<file path="src/rtl/dmem_rmw_ctrl.sv">
// ---------------------------------------------------------------------------
// dmem_rmw_ctrl
//   Data-memory access controller between the EX/MEM request port and a
//   single-port, word-wide synchronous RAM without byte enables. Byte and
//   half-word stores are carried out as read-modify-write. Loads return the
//   raw RAM word plus the low two address bits so the load-extend stage can
//   pick and extend the lane. Misaligned or reserved-size requests are
//   answered with rsp_err and never touch the RAM.
//
// Ports
//   clk, rst          clock (rising edge) and synchronous active-high reset
//   req_valid/ready   request handshake; req_ready is high only in IDLE
//   req_we            1 = store, 0 = load
//   req_size          00 word, 01 half, 10 byte, 11 reserved
//   req_addr          byte address (bits above ADDR_W+1 ignored, wraps)
//   req_wdata         store data, right-aligned
//   rsp_valid/ready   response handshake; response held until taken
//   rsp_rdata         raw RAM word for loads, 0 for stores and errors
//   rsp_addr_tail     req_addr[1:0] of the answered request
//   rsp_err           misaligned / reserved size, no RAM access made
//   mem_en/we/addr    RAM cycle enable, write strobe, word address
//   mem_wdata         RAM write word
//   mem_rdata         RAM read word, valid the cycle after a read cycle
// ---------------------------------------------------------------------------
module dmem_rmw_ctrl #(
    parameter int ADDR_W = 11
) (
    input  logic              clk,
    input  logic              rst,
    input  logic              req_valid,
    output logic              req_ready,
    input  logic              req_we,
    input  logic [1:0]        req_size,
    input  logic [31:0]       req_addr,
    input  logic [31:0]       req_wdata,
    output logic              rsp_valid,
    input  logic              rsp_ready,
    output logic [31:0]       rsp_rdata,
    output logic [1:0]        rsp_addr_tail,
    output logic              rsp_err,
    output logic              mem_en,
    output logic              mem_we,
    output logic [ADDR_W-1:0] mem_addr,
    output logic [31:0]       mem_wdata,
    input  logic [31:0]       mem_rdata
);

    localparam logic [1:0] SZ_WORD = 2'b00;
    localparam logic [1:0] SZ_HALF = 2'b01;
    localparam logic [1:0] SZ_BYTE = 2'b10;

    typedef enum logic [2:0] {
        S_IDLE    = 3'd0,
        S_RD      = 3'd1,
        S_RD_WAIT = 3'd2,
        S_WR      = 3'd3,
        S_RESP    = 3'd4
    } state_t;

    state_t      state_r;
    logic        we_r;
    logic [1:0]  size_r;
    logic [31:0] wbuf_r;

    // Address bits above the RAM range are deliberately dropped (wrap).
    logic unused_addr_s;
    assign unused_addr_s = ^req_addr[31:ADDR_W+2];

    // Reserved size, odd half-word address or non word-aligned word address.
    function automatic logic is_misaligned(input logic [1:0] size, input logic [1:0] tail);
        logic bad;
        case (size)
            SZ_WORD: bad = (tail != 2'b00);
            SZ_HALF: bad = tail[0];
            SZ_BYTE: bad = 1'b0;
            default: bad = 1'b1;
        endcase
        return bad;
    endfunction

    // Replace the addressed byte / half-word lane of the old RAM word.
    function automatic logic [31:0] merge_lanes(input logic [31:0] old_word,
                                                input logic [31:0] data,
                                                input logic [1:0]  size,
                                                input logic [1:0]  tail);
        logic [31:0] w;
        w = old_word;
        case (size)
            SZ_BYTE: begin
                case (tail)
                    2'b00:   w[7:0]   = data[7:0];
                    2'b01:   w[15:8]  = data[7:0];
                    2'b10:   w[23:16] = data[7:0];
                    2'b11:   w[31:24] = data[7:0];
                    default: w        = old_word;
                endcase
            end
            SZ_HALF: begin
                if (tail[1]) begin
                    w[31:16] = data[15:0];
                end else begin
                    w[15:0] = data[15:0];
                end
            end
            default: w = old_word;
        endcase
        return w;
    endfunction

    // Controller FSM; every output is a register updated here.
    always_ff @(posedge clk) begin
        if (rst) begin
            state_r       <= S_IDLE;
            we_r          <= 1'b0;
            size_r        <= 2'b00;
            wbuf_r        <= 32'd0;
            req_ready     <= 1'b1;
            rsp_valid     <= 1'b0;
            rsp_rdata     <= 32'd0;
            rsp_addr_tail <= 2'b00;
            rsp_err       <= 1'b0;
            mem_en        <= 1'b0;
            mem_we        <= 1'b0;
            mem_addr      <= '0;
            mem_wdata     <= 32'd0;
        end else begin
            case (state_r)
                S_IDLE: begin
                    // req_ready is always high here, so req_valid alone accepts.
                    if (req_valid) begin
                        req_ready     <= 1'b0;
                        we_r          <= req_we;
                        size_r        <= req_size;
                        wbuf_r        <= req_wdata;
                        rsp_addr_tail <= req_addr[1:0];
                        rsp_rdata     <= 32'd0;
                        mem_addr      <= req_addr[ADDR_W+1:2];
                        if (is_misaligned(req_size, req_addr[1:0])) begin
                            rsp_err   <= 1'b1;
                            rsp_valid <= 1'b1;
                            state_r   <= S_RESP;
                        end else if (req_we && (req_size == SZ_WORD)) begin
                            rsp_err   <= 1'b0;
                            mem_en    <= 1'b1;
                            mem_we    <= 1'b1;
                            mem_wdata <= req_wdata;
                            state_r   <= S_WR;
                        end else begin
                            rsp_err <= 1'b0;
                            mem_en  <= 1'b1;
                            mem_we  <= 1'b0;
                            state_r <= S_RD;
                        end
                    end else begin
                        state_r <= S_IDLE;
                    end
                end
                S_RD: begin
                    mem_en  <= 1'b0;
                    mem_we  <= 1'b0;
                    state_r <= S_RD_WAIT;
                end
                S_RD_WAIT: begin
                    // mem_rdata is valid now: either return it or merge and write back.
                    if (we_r) begin
                        mem_en    <= 1'b1;
                        mem_we    <= 1'b1;
                        mem_wdata <= merge_lanes(mem_rdata, wbuf_r, size_r, rsp_addr_tail);
                        state_r   <= S_WR;
                    end else begin
                        rsp_rdata <= mem_rdata;
                        rsp_valid <= 1'b1;
                        state_r   <= S_RESP;
                    end
                end
                S_WR: begin
                    mem_en    <= 1'b0;
                    mem_we    <= 1'b0;
                    rsp_valid <= 1'b1;
                    state_r   <= S_RESP;
                end
                S_RESP: begin
                    if (rsp_ready) begin
                        rsp_valid <= 1'b0;
                        req_ready <= 1'b1;
                        state_r   <= S_IDLE;
                    end else begin
                        state_r <= S_RESP;
                    end
                end
                default: begin
                    rsp_valid <= 1'b0;
                    req_ready <= 1'b1;
                    mem_en    <= 1'b0;
                    mem_we    <= 1'b0;
                    state_r   <= S_IDLE;
                end
            endcase
        end
    end

endmodule

</file>
<file path="config.mk">
export PLATFORM = sky130hd
export DESIGN_NAME = dmem_rmw_ctrl
export DESIGN_NICKNAME = d
export VERILOG_FILES = /design/src/rtl/dmem_rmw_ctrl.sv
export SDC_FILE = /design/constraint.sdc
export NUM_CORES = 1
export LEC_CHECK = 0
export CAP_MARGIN = 0
export CORE_AREA = 3 3 140 88
export DETAILED_ROUTE_END_ITERATION = 10
export DIE_AREA = 0 0 143 91
export PLACE_DENSITY = 0.8
export REMOVE_ABC_BUFFERS = 1
export SYNTH_ARGS = -nofsm -noshare
export SYNTH_HDL_FRONTEND = slang
export SYNTH_SLANG_ARGS = --single-unit
</file>
<file path="constraint.sdc">
create_clock -name clk -period 2.25 [get_ports clk]
set_input_delay 0.3375 -clock clk [delete_from_list [all_inputs] [get_ports clk]]
set_output_delay 0.3375 -clock clk [all_outputs]
set_load 0.005 [all_outputs]
</file>
==> impl_metrics.py, run 1 <==
metrics = {
    "route": {
        "post_drt_wl_per_cell_um": 18.7,
        "wl_um": 16900,
        "drtAntennaViolNets": 0,
        "drt-initial-drc-count": 316,
        "drt_pass1_iterations": 5,
        "vias": 5245,
        "drc": 0,
        "vias_per_cell": 5.82,
    },
    "floorplanning": {
        "die_h_um": 91,
        "design.core.area_sq_mm": 0.0111,
        "die-area_sq_mm": 0.0130,
        "die_w_um": 143,
        "io-pin-count": 185,
        "initial_core_util_pct": 44.2,
        "rows": 30,
    },
    "synthesis": {
        "synth-seq-cells": 104,
        "synth.most_common_cell": "dfxtp_1",
        "synth_area_sq_mm": 0.00493,
        "synth_cell_types": 44,
        "avgSynthCellArea_sq_um": 8.05,
        "synth_top_area_share_pct": 42.3,
        "seq_area_frac_synth_pct": 42.3,
        "syn_inst": 612,
        "yosys-top-cells-count": "dfxtp_1, nand2_1, a21oi_1, nor2b_1, o21ai_0",
        "synth_area_leader_cell": "dfxtp_1",
        "synth_area_leaders": "dfxtp_1, a21oi_1, nand2_1",
        "ys.flop_type": "dfxtp_1",
        "synth-edff-count": 0,
        "yosysWarnings": 0,
        "async_flop_share_pct": 0,
    },
    "clock_tree": {
        "clkSlewWorstSetupHoldPaths_ps": 70,
        "cts_tree": "built",
        "clock-sinks": 104,
        "cts_buffers": 9,
        "clkLatencyLatePin_ps": 350,
        "cts_resized": 1,
        "cts-root-buf": "clkbuf_16",
        "clockBufferDepth": 2,
        "post_cts_buffers": 0,
        "htree_levels": 3,
        "cts_hold_buf": 0,
    },
    "power_and_ir_drop": {
        "leakage_nw": 2.41,
        "vdd_drop_max_uv": 369,
        "powerDensity_mw_per_mm2": 608,
    },
    "run": {
        "cap_violations": 0,
    },
    "placed_design": {
        "post-place-ws_ps": -36.5,
        "port_buffers": 165,
        "place_congestion": 0.869,
        "dp_hpwl_um": 11600,
    },
    "sta": {
        "rsz0062_at_grt": "no",
        "worst_pin_slew_ps": 819,
        "min_period_ps": 2100,
        "fin_crit_sh_pct": 93.3,
        "setup_violations": 0,
        "final_hold_viol_count": 0,
        "max_slew_margin_pct": 45.3,
        "whs_ps": 426,
        "fin_ws_ps": 152,
        "finClkSkew_ps": 10.7,
        "drv_slew": 0,
        "fmax_ghz": 0.477,
        "tns_ps": 0,
    },
    "finish": {
        "n_antenna_cell": 0,
        "final_nets": 857,
        "areaGrowthSynthToFinish_pct": 42.4,
        "drive_gt1_share_pct": 6.61,
    },
    "global_route": {
        "grt_first_pass_wirelength_um": 26100,
        "grt_use_total_pct": 25.0,
        "grt_pass1_vias": 5039,
        "antenna_found_initial": 0,
        "grt.overflow.total": 0,
        "grt_max_degree": 71,
    },
    "worst_setup_path": {
        "crit_type": "reg -> reg",
        "slowest_delay_ps": 690,
        "slowest_stage": "or3b_2",
        "crit_family": "simple AND/OR/NAND/NOR gates",
        "path_cells": "or3b_2 > nor2_2 > buf_4 > nand2_1 > a21oi_1",
        "cp-end-kind": "flop",
        "critPathBufInv": 1,
        "required_ps": 2520,
        "critPathLaunchType": "flop",
        "crit_arrival_ps": 2370,
        "path_max_fanout": 24,
    },
    "hold_path": {
        "hp-class": "in -> reg",
    },
    "status": {
        "outcome": "finished clean",
    },
}
[cell usage in the layout (no fill, tap or decap), types with 2 or more instances in the layout]
cell type and n:
clkdlybuf4s50_1 164, dfxtp_1 104, nand2_1 99, a21oi_1 77, nor2b_1 40, o21ai_0 37, o211ai_1 32, nand3_1 32
o21ai_1 30, buf_4 18, a221oi_1 16, a211oi_1 10, clkbuf_16 9, nand2b_1 8, a32o_1 8, nor2_1 6
buf_12 6, inv_1 5, a22oi_1 4, o221ai_1 4, and3_1 4, a221o_1 4, a21o_1 3, clkbuf_8 3
nor3b_2 2, nor3b_1 2, nor2_2 2, o32ai_1 2, ha_1 2, clkinv_4 2
[final timing paths]
| kind | from | end | slack (ps) | cells past startpoint |
|---|---|---|---|---|
| worst max-delay path | state_r[1] | rsp_rdata[23] | 150 | 5 |
| worst min register to register | mem_addr[7] | mem_addr[7] | 450 | 2 |
| worst min-delay path | rst | rsp_rdata[18] | 430 | 2 |
| worst max register to register | state_r[1] | rsp_rdata[23] | 150 | 5 |
[power breakdown]
part,switching (mW),internal [mW]
combinational,0.403,0.346
sequential,0.0624,1.91
clock,0.698,0.847
[sequential cells by signal (all words and copies together) (netlist names)]
signal and flops:
rsp_rdata 32, req_ready 1, mem_wdata 32, state_r 3, we_r 1, mem_addr 11
mem_we 1, size_r 2, rsp_err 1, wbuf_r 16, rsp_valid 1, rsp_addr_tail 2
mem_en 1
[routing by layer]
metal / global-route usage, % / routed length, um
met2: 38.2 / 7430
met4: 5.46 / 185
met5: 0 / 0
met1: 34.6 / 7410
met3: 7.84 / 1830
[worst register-to-register path, stage by stage (launching register included)]
cell	delay, ps
dfxtp_1	550
or3b_2	690
nor2_2	220
buf_4	320
nand2_1	110
a21oi_1	140
[final cells by class]
type / instances / area, sq um
sequential: 104 / 2080
timing repair buffer: 188 / 1900
fill: 951 / 4130
tap: 144 / 180
multi-input combinational: 444 / 2540
inverter: 5 / 18.8
clock inverter: 3 / 25.0
clock buffer: 13 / 270
[metrics by stage]
step	power [mW]	instance area, sq um	util, %	std cells
after global routing	4.42	7020	63.0	901
after detailed placement	2.75	6720	60.3	885
after global placement	2.73	6720	60.3	885
after floorplan	2.28	4630	-	553
final	4.27	7020	63.0	901
after CTS	4.27	7010	62.9	901
[kinds of logic after synthesis]
logic type / synth area share, %
DFF: 42.3
buffers and inverters: 6.50
adders and majority gates: 0.508
and+or+nand+nor: 20.4
muxes: 0.203
AOI/OAI and AO/OA: 30.1
(Power assumes the default switching activity.)
==> run 2: changes to the inputs <==
--- a/config.mk
+++ b/config.mk
@@ -11,6 +11,7 @@
 export DIE_AREA = 0 0 143 91
 export PLACE_DENSITY = 0.8
 export REMOVE_ABC_BUFFERS = 1
+export SKIP_LAST_GASP = 1
 export SYNTH_ARGS = -nofsm -noshare
 export SYNTH_HDL_FRONTEND = slang
 export SYNTH_SLANG_ARGS = --single-unit
==> results of run 2 <==
Final layout, timing and power as in run 1 (identical DEF).
